===== src/rtl/shifter_load_sched_pkg.sv =====
// Shared definitions for the shifter load scheduler.
//   - sched_state_t : scheduler FSM state encoding (exposed on state_dbg)
//   - REZ_*         : video resolution codes on the rez input
//   - DEFAULT_*     : default slot period, load pulse width and FIFO depth
//   - pix_en_for()  : pixel clock enable cadence for a resolution and slot
package shifter_load_sched_pkg;

  typedef enum logic [1:0] {
    ST_IDLE    = 2'd0,
    ST_ARMED   = 2'd1,
    ST_LOADING = 2'd2,
    ST_HOLD    = 2'd3
  } sched_state_t;

  localparam logic [1:0] REZ_LOW     = 2'd0;
  localparam logic [1:0] REZ_MID     = 2'd1;
  localparam logic [1:0] REZ_HIGH    = 2'd2;
  localparam logic [1:0] REZ_MID_ALT = 2'd3;

  localparam int DEFAULT_LOAD_PERIOD = 16;
  localparam int DEFAULT_LOAD_WIDTH  = 4;
  localparam int DEFAULT_FIFO_DEPTH  = 4;
  localparam int WORD_W              = 16;

  // Low rez shifts every 4th clk32, mid every 2nd, high every cycle.
  // Code 3 is not a real mode and is treated as mid.
  function automatic logic pix_en_for(input logic [1:0] rez_sel,
                                      input logic [1:0] slot_lsbs);
    logic en;
    en = 1'b0;
    case (rez_sel)
      REZ_LOW:     en = (slot_lsbs == 2'b11);
      REZ_MID:     en = slot_lsbs[0];
      REZ_HIGH:    en = 1'b1;
      REZ_MID_ALT: en = slot_lsbs[0];
      default:     en = 1'b0;
    endcase
    return en;
  endfunction

endpackage


===== src/rtl/shifter_word_fifo.sv =====
// Synchronous word FIFO feeding the shifter load scheduler.
// Ports:
//   clk32, reset : clock and synchronous active-high reset
//   flush        : empties the FIFO on the next edge, overriding push/pop
//   push, wr_data: write request (ignored while full)
//   pop, rd_data : read request (ignored while empty); rd_data shows the head
//   full, empty  : derived from the registered occupancy count
//   count        : registered occupancy, 0..DEPTH
// DEPTH must be a power of two so the pointers wrap without compare logic.
module shifter_word_fifo
  import shifter_load_sched_pkg::*;
#(
  parameter int DEPTH = DEFAULT_FIFO_DEPTH,
  parameter int WIDTH = WORD_W
) (
  input  logic                     clk32,
  input  logic                     reset,
  input  logic                     flush,
  input  logic                     push,
  input  logic [WIDTH-1:0]         wr_data,
  input  logic                     pop,
  output logic [WIDTH-1:0]         rd_data,
  output logic                     full,
  output logic                     empty,
  output logic [$clog2(DEPTH):0]   count
);

  localparam int AW = $clog2(DEPTH);
  localparam int CW = AW + 1;

  logic [WIDTH-1:0] mem [DEPTH];
  logic [AW-1:0]    wr_ptr;
  logic [AW-1:0]    rd_ptr;
  logic [CW-1:0]    cnt_q;
  logic             do_push;
  logic             do_pop;

  assign full    = (cnt_q == CW'(DEPTH));
  assign empty   = (cnt_q == '0);
  assign count   = cnt_q;
  assign rd_data = mem[rd_ptr];

  // Both qualifiers use the registered count, so a word written this cycle
  // can never be read out in the same cycle.
  assign do_push = push && !full;
  assign do_pop  = pop && !empty;

  always_ff @(posedge clk32) begin
    if (reset || flush) begin
      wr_ptr <= '0;
      rd_ptr <= '0;
      cnt_q  <= '0;
    end else begin
      if (do_push) wr_ptr <= wr_ptr + AW'(1);
      if (do_pop)  rd_ptr <= rd_ptr + AW'(1);
      case ({do_push, do_pop})
        2'b10:   cnt_q <= cnt_q + CW'(1);
        2'b01:   cnt_q <= cnt_q - CW'(1);
        default: cnt_q <= cnt_q;
      endcase
    end
  end

  // Storage is not reset; the pointers alone define valid contents.
  always_ff @(posedge clk32) begin
    if (do_push && !flush && !reset) mem[wr_ptr] <= wr_data;
  end

endmodule


===== src/rtl/shifter_load_sched.sv =====
// Shifter load scheduler: buffers memory words and hands one to the video
// shifter per load slot, and generates the pixel clock enable for the
// current resolution.
// Ports:
//   clk32, reset          : sole clock, synchronous active-high reset
//   rez[1:0]              : resolution (0 low, 1 mid, 2 high, 3 as mid),
//                           adopted only at the last slot of a period
//   de                    : display enable, sampled at the last slot
//   flush                 : frame-start pulse; empties FIFO, idles FSM,
//                           drops load, clears underrun
//   din/din_valid/din_ready : word stream in. A word transfers on a rising
//                           edge where din_valid and din_ready are both high;
//                           din_ready is simply "FIFO not full" and does not
//                           depend on din_valid.
//   pix_clk_en            : pixel clock enable
//   load                  : word-load strobe, LOAD_WIDTH cycles wide
//   dout[15:0]            : word for the shifter; shows the popped word from
//                           the pop cycle onward, one cycle before load rises
//   underrun              : sticky, set when a load slot finds the FIFO empty
//   state_dbg[1:0]        : current scheduler state (sched_state_t)
//   fifo_count            : current FIFO occupancy
//   underrun_cnt[7:0]     : saturating skipped-slot count, only present when
//                           SHIFTER_LOAD_SCHED_UNDERRUN_CNT_EN is defined
// LOAD_PERIOD must be at least 4 and exceed LOAD_WIDTH + 1.
module shifter_load_sched
  import shifter_load_sched_pkg::*;
#(
  parameter int FIFO_DEPTH  = DEFAULT_FIFO_DEPTH,
  parameter int LOAD_PERIOD = DEFAULT_LOAD_PERIOD,
  parameter int LOAD_WIDTH  = DEFAULT_LOAD_WIDTH
) (
  input  logic                          clk32,
  input  logic                          reset,
  input  logic [1:0]                    rez,
  input  logic                          de,
  input  logic                          flush,
  input  logic [15:0]                   din,
  input  logic                          din_valid,
  output logic                          din_ready,
  output logic                          pix_clk_en,
  output logic                          load,
  output logic [15:0]                   dout,
  output logic                          underrun,
  output logic [1:0]                    state_dbg,
  output logic [$clog2(FIFO_DEPTH):0]   fifo_count
`ifdef SHIFTER_LOAD_SCHED_UNDERRUN_CNT_EN
  ,
  output logic [7:0]                    underrun_cnt
`endif
);

  localparam int SW = $clog2(LOAD_PERIOD);
  localparam int WW = (LOAD_WIDTH > 1) ? $clog2(LOAD_WIDTH) : 1;
  localparam logic [SW-1:0] SLOT_LAST  = SW'(LOAD_PERIOD - 1);
  localparam logic [WW-1:0] WIDTH_LAST = WW'(LOAD_WIDTH - 1);

  logic [SW-1:0] slot;
  logic [SW-1:0] slot_nxt;
  logic [1:0]    rez_q;
  logic [1:0]    rez_nxt;
  logic          pix_q;
  sched_state_t  state;
  logic [WW-1:0] load_cnt;
  logic          load_q;
  logic          underrun_q;
  logic [15:0]   dout_q;

  logic [15:0]   fifo_rdata;
  logic          fifo_full;
  logic          fifo_empty;
  logic          fifo_pop;
  logic          slot_first;
  logic          slot_last;
  logic          slot_wait;
  logic          skip;

  shifter_word_fifo #(
    .DEPTH (FIFO_DEPTH),
    .WIDTH (WORD_W)
  ) u_fifo (
    .clk32   (clk32),
    .reset   (reset),
    .flush   (flush),
    .push    (din_valid),
    .wr_data (din),
    .pop     (fifo_pop),
    .rd_data (fifo_rdata),
    .full    (fifo_full),
    .empty   (fifo_empty),
    .count   (fifo_count)
  );

  assign slot_first = (slot == '0);
  assign slot_last  = (slot == SLOT_LAST);
  assign slot_wait  = (state == ST_ARMED) || (state == ST_HOLD);

  // Slot 0 decision: take a word if one is buffered, otherwise skip the slot.
  assign fifo_pop = slot_first && slot_wait && !fifo_empty && !flush && !reset;
  assign skip     = slot_first && slot_wait &&  fifo_empty && !flush && !reset;

  always_comb begin
    slot_nxt = slot_last ? '0 : slot + SW'(1);
    rez_nxt  = slot_last ? rez : rez_q;
  end

  // Slot counter and resolution; pix_clk_en is registered from the values
  // the counter and rez_q take on this edge, so it lines up with slot.
  always_ff @(posedge clk32) begin
    if (reset) begin
      slot  <= '0;
      rez_q <= REZ_LOW;
      pix_q <= 1'b0;
    end else begin
      slot  <= slot_nxt;
      rez_q <= rez_nxt;
      pix_q <= pix_en_for(rez_nxt, slot_nxt[1:0]);
    end
  end

  always_ff @(posedge clk32) begin
    if (reset) begin
      state      <= ST_IDLE;
      load_cnt   <= '0;
      load_q     <= 1'b0;
      underrun_q <= 1'b0;
      dout_q     <= '0;
    end else if (flush) begin
      state      <= ST_IDLE;
      load_cnt   <= '0;
      load_q     <= 1'b0;
      underrun_q <= 1'b0;
    end else begin
      if (fifo_pop) dout_q <= fifo_rdata;
      if (skip)     underrun_q <= 1'b1;
      case (state)
        ST_IDLE: begin
          if (slot_last && de) state <= ST_ARMED;
        end
        ST_ARMED, ST_HOLD: begin
          if (fifo_pop) begin
            state    <= ST_LOADING;
            load_q   <= 1'b1;
            load_cnt <= '0;
          end else if (slot_last && !de) begin
            state <= ST_IDLE;
          end
        end
        ST_LOADING: begin
          if (load_cnt == WIDTH_LAST) begin
            state  <= ST_HOLD;
            load_q <= 1'b0;
          end else begin
            load_cnt <= load_cnt + WW'(1);
          end
        end
        default: state <= ST_IDLE;
      endcase
    end
  end

`ifdef SHIFTER_LOAD_SCHED_UNDERRUN_CNT_EN
  logic [7:0] ucnt_q;

  always_ff @(posedge clk32) begin
    if (reset || flush) begin
      ucnt_q <= '0;
    end else if (skip && (ucnt_q != 8'hFF)) begin
      ucnt_q <= ucnt_q + 8'd1;
    end
  end

  assign underrun_cnt = ucnt_q;
`endif

  // During the pop cycle the head word is forwarded so dout is settled a
  // full cycle before load rises; afterwards the registered copy holds it.
  assign dout       = fifo_pop ? fifo_rdata : dout_q;
  assign din_ready  = !fifo_full;
  assign pix_clk_en = pix_q;
  assign load       = load_q;
  assign underrun   = underrun_q;
  assign state_dbg  = state;

endmodule


===== config.mk =====
export PLATFORM = sky130hd
export DESIGN_NAME = shifter_load_sched
export DESIGN_NICKNAME = d
export VERILOG_FILES = /design/src/rtl/shifter_load_sched_pkg.sv /design/src/rtl/shifter_word_fifo.sv /design/src/rtl/shifter_load_sched.sv
export SDC_FILE = /design/constraint.sdc
export NUM_CORES = 1
export LEC_CHECK = 0
export ABC_AREA = 1
export ABC_CLOCK_PERIOD_IN_PS = 2600
export CAP_MARGIN = 40
export CORE_MARGIN = 3
export CORE_UTILIZATION = 50
export CTS_BUF_LIST = sky130_fd_sc_hd__clkbuf_16
export DETAILED_ROUTE_END_ITERATION = 8
export GPL_ROUTABILITY_DRIVEN = 1
export PLACE_DENSITY = 0.75
export SKIP_LAST_GASP = 1
export SLEW_MARGIN = 25
export SYNTH_ARGS = -nofsm -noshare
export SYNTH_HDL_FRONTEND = slang
export SYNTH_SLANG_ARGS = --single-unit

===== constraint.sdc =====
create_clock -name clk32 -period 2.6 [get_ports clk32]
set_clock_uncertainty 0.2 [all_clocks]
set_input_delay 0.52 -clock clk32 [delete_from_list [all_inputs] [get_ports clk32]]
set_output_delay 0.52 -clock clk32 [all_outputs]
set_load 0.005 [all_outputs]

==> Flow_metrics.wiki <==
{| class="wikitable"
! Metric !! Value
|-
| ANT cells || 0
|-
| Reg2Reg Launch Point || slot[0]$_SDFF_PP0_
|-
| Antenna violations before repair || 0
|-
| Total negative slack for setup checks || -25.67 ps
|-
| Cell depth of the worst hold path || 2
|-
| Post-DRT Antenna Nets || 0
|-
| Async S/R FF share, synth || 0%
|-
| Switching power || approximately 0.65 mW
|-
| Worst setup slack before clock tree synthesis || -340.4 ps
|-
| Placeable core region || 8806 um^2
|-
| Area of the die || 10330 um^2
|-
| Switching Share || 20.26%
|-
| Share of the synthesized area in the top cell type || 42.02%
|-
| Overflow after GRT || 0
|-
| Post-synthesis sequential area ratio || 58.66%
|-
| Internal portion of total power || 2.547 mW
|-
| End-of-flow core utilization || 68.91%
|-
| Worst Path Max Fanout || 8
|-
| Outcome || finished, violations left
|-
| Final clock period utilization by the worst path || 101.0%
|-
| Startpoint type of the worst setup path || flop
|-
| Power per Cell Area || 526.4 nW/um^2
|-
| Type of the tightest min-delay check || flop to flop
|-
| Clock tree from TritonCTS || yes
|-
| Cell type with the highest aggregate area in the netlist || sky130_fd_sc_hd__edfxtp_1
|-
| Warnings from Yosys || 0
|-
| VDD IR max || 0.3054 mV
|-
| Worst slack on hold paths || between 200 and 300 ps
|-
| Pin count of the biggest net entering global routing || 31
|-
| Number of endpoints failing setup at the final stage || 1
|-
| Effective utilization at floorplan || 51.93%
|-
| Net count after synthesis || 526
|-
| Global-route met1 utilization || between 20% and 30%
|-
| WL per Instance || 13.46 um
|-
| Type of the setup path with the least slack || flop to output pin
|-
| Worst path arrival time || 1910 ps
|-
| Die Y-Extent || 101.6 um
|-
| Sequential group share of total power || 54.6%
|-
| Top-count cell post-synth || sky130_fd_sc_hd__inv_1
|-
| Number of search-and-repair iterations in the first detailed-routing pass || 4
|-
| Clock Pin Slew Worst Setup and Hold Paths || approximately 60 ps
|-
| Max-slew headroom || 79.73%
|-
| Total number of vias || 3375
|-
| Flop2flop setup slack || 60 ps
|-
| Die span in x || roughly 100 um
|-
| CTS sink cnt || 102
|-
| # port buffers || 47
|-
| Count of max-cap constraint violations || 0
|-
| Primary FF master, synth || sky130_fd_sc_hd__edfxtp_1
|-
| Startpoint of the worst setup timing path || slot[0]$_SDFF_PP0_
|-
| Via count normalized by instance count || 4.727
|-
| Least setup slack across all paths after layout || -25.67 ps
|-
| Worst r2r path cells || 17
|-
| Max Transition Viols Final || 0
|-
| Failing checks || setup timing
|-
| Maximum level of the CTS H-tree || 3
|-
| Post-synthesis instance area || 4573 um^2
|-
| First-pass GRT wire length || 15170 um
|-
| Flip-flop and latch count after synthesis || 102
|-
| Clk_lat worst skew || 340 ps
|-
| LEAKAGE || 2.824 nW
|-
| Part of the total power dissipated in the clock network || 40.7%
|-
| Hold Fails Final Rpt || 0
|-
| Final net count || 634
|-
| Root Buffer || sky130_fd_sc_hd__clkbuf_16
|-
| Layout cell share with drive strength beyond 1 || 25.74%
|-
| Slew at the pin closest to its max-slew limit || 304.0 ps
|-
| Global-route total usage across every layer || 19.20%
|-
| Synth top cells by count || sky130_fd_sc_hd__inv_1, sky130_fd_sc_hd__nand2_1, sky130_fd_sc_hd__edfxtp_1, sky130_fd_sc_hd__nand3_1, sky130_fd_sc_hd__dfxtp_1
|-
| Routability congestion estimate from global placement || 0.7484
|-
| Final critical delay including setup and external delays || 2626 ps
|-
| Biggest area contributors in the synthesized netlist || sky130_fd_sc_hd__edfxtp_1, sky130_fd_sc_hd__dfxtp_1, sky130_fd_sc_hd__inv_1
|-
| Crit. End Element || output pin
|-
| RSZ-0062 raised after global routing || true
|-
| Total power || 3.194 mW
|-
| Number of synthesized flops with an enable pin || 64
|-
| Core Rows || 34
|-
| Number of global-route vias before repair || 3262
|-
| Busiest layer in global routing || met2
|-
| Met2 usage || 33.70%
|-
| Met3 capacity usage during global routing || 3.788%
|-
| DRC Markers || 0
|-
| CTS buffer count || 9
|-
| F_max || 380.9 MHz
|-
| Layout overhead on the synthesized area || 32.69%
|-
| Gate count of the mapped netlist || 493
|-
| Comb power frac || under 10%
|-
| Fill cell instance count of the final layout || 647
|-
| I/O Pins || 48
|-
| Synth Area per Inst || 9.276 um^2
|-
| Number of violations reported at the end of detailed-routing iteration 0 || 169
|-
| Half-perimeter wire length of the detailed placement result || 6072 um
|-
| Data required time at the worst endpoint || 1880 ps
|-
| Total detailed-routing wirelength || just under 10000 um
|-
| Clock Tree Buf Depth || 2
|-
| Last element of the critical path || dout[13]
|-
| Count of distinct cell types in the synthesized netlist || 26
|}
-- placed cells by master (no fill, tap or decap), types with 3 or more instances in the layout --
cell type / Yosys / layout
sky130_fd_sc_hd__buf_12: 0 / 4
sky130_fd_sc_hd__nand2_2: 13 / 11
sky130_fd_sc_hd__nor2_1: 25 / 24
sky130_fd_sc_hd__clkdlybuf4s50_1: 0 / 29
sky130_fd_sc_hd__edfxtp_1: 64 / 64
sky130_fd_sc_hd__nand2_4: 0 / 5
sky130_fd_sc_hd__inv_1: 120 / 116
sky130_fd_sc_hd__nand3_1: 44 / 44
sky130_fd_sc_hd__clkbuf_2: 0 / 3
sky130_fd_sc_hd__nand4_1: 5 / 5
sky130_fd_sc_hd__a21oi_1: 12 / 12
sky130_fd_sc_hd__o21ai_4: 0 / 16
sky130_fd_sc_hd__inv_2: 4 / 10
sky130_fd_sc_hd__ha_1: 9 / 8
sky130_fd_sc_hd__nor2_2: 12 / 13
sky130_fd_sc_hd__nand2_1: 99 / 96
sky130_fd_sc_hd__buf_4: 3 / 57
sky130_fd_sc_hd__buf_6: 3 / 3
sky130_fd_sc_hd__clkbuf_16: 0 / 9
sky130_fd_sc_hd__buf_2: 8 / 10
sky130_fd_sc_hd__dfxtp_1: 38 / 36
sky130_fd_sc_hd__o21ai_0: 6 / 6
-- cell type report --
type | instances | area [um^2] | share of cell area (%)
clock buffer | 9 | 225.2 | 3.711
clock inverter | 7 | 66.31 | 1.093
inverter | 124 | 465.4 | 7.670
multi-input combinational | 251 | 1489 | 24.54
sequential | 102 | 2685 | 44.25
tap | 108 | 135.1 | 2.227
timing repair buffer | 113 | 1002 | 16.52
-- critical path, cell delays in order (launching register included) --
cell and delay [ps]:
sky130_fd_sc_hd__dfxtp_2 320, sky130_fd_sc_hd__inv_2 70, sky130_fd_sc_hd__ha_4 150, sky130_fd_sc_hd__nand2_4 60, sky130_fd_sc_hd__nor2_4 140, sky130_fd_sc_hd__nand3_4 130
sky130_fd_sc_hd__buf_6 150, sky130_fd_sc_hd__buf_12 140, sky130_fd_sc_hd__o21ai_4 170, sky130_fd_sc_hd__inv_2 40, sky130_fd_sc_hd__clkdlybuf4s15_1 200
-- worst min path at each step --
stage                     endpoint                start  slack, ps
3_5_place_dp   rez_q[1]$_SDFF_PP0_  rez_q[1]$_SDFF_PP0_        270
6_report       rez_q[1]$_SDFF_PP0_  rez_q[1]$_SDFF_PP0_        280
5_1_grt          load$_SDFFE_PP0P_    load$_SDFFE_PP0P_        300
3_3_place_gp   rez_q[1]$_SDFF_PP0_  rez_q[1]$_SDFF_PP0_        260
4_1_cts        rez_q[1]$_SDFF_PP0_  rez_q[1]$_SDFF_PP0_        280
2_1_floorplan   slot[0]$_SDFF_PP0_   slot[0]$_SDFF_PP0_        230
-- cells by family after synthesis --
logic type | count (synthesis) | synth area share, %
DFF | 102 | 58.66
and+or+nand+nor | 206 | 20.79
AOI/OAI and AO/OA | 35 | 5.198
adders and majority gates | 10 | 2.900
buffers and inverters | 140 | 12.45
-- state kept, by name, summed over array words and instances (netlist names), 2 cells and up, named ones only --
signal / count
u_fifo.mem: 64
dout_q: 16
slot: 4
u_fifo.count: 3
load_cnt: 2
rez_q: 2
u_fifo.rd_ptr: 2
u_fifo.wr_ptr: 2
-- per-layer routing --
layer  up-vias  wire length [um]
met5         -                 0
li1       1737                 -
met1      1547              3992
met2        72              4994
met3        19               410
met4         0               211
-- power by group through the flow --
stage               Clock, mW  Sequential [mW]  Combinational, mW
floorplan                   0             1.78             0.0551
global placement            0             1.78              0.129
detailed placement          0             1.78              0.133
CTS                      1.33             1.74              0.144
global route             1.39             1.74              0.163
finish                   1.30             1.74              0.148
-- repair_timing --
action	in CTS	in global routing
hold buffers	0	0
pin swaps	12	16
resized for setup	70	28
endpoints found under the setup margin	16	19
setup buffers	25	10
gates cloned	3	0
-- per-stage QoR --
stage               cells  area (um^2)
detailed placement    668         5383
global route          714         6068
global placement      668         5383
finish                714         6068
CTS                   711         6023
floorplan             493         4573
Note: power is estimated with default switching activity, not from simulation.
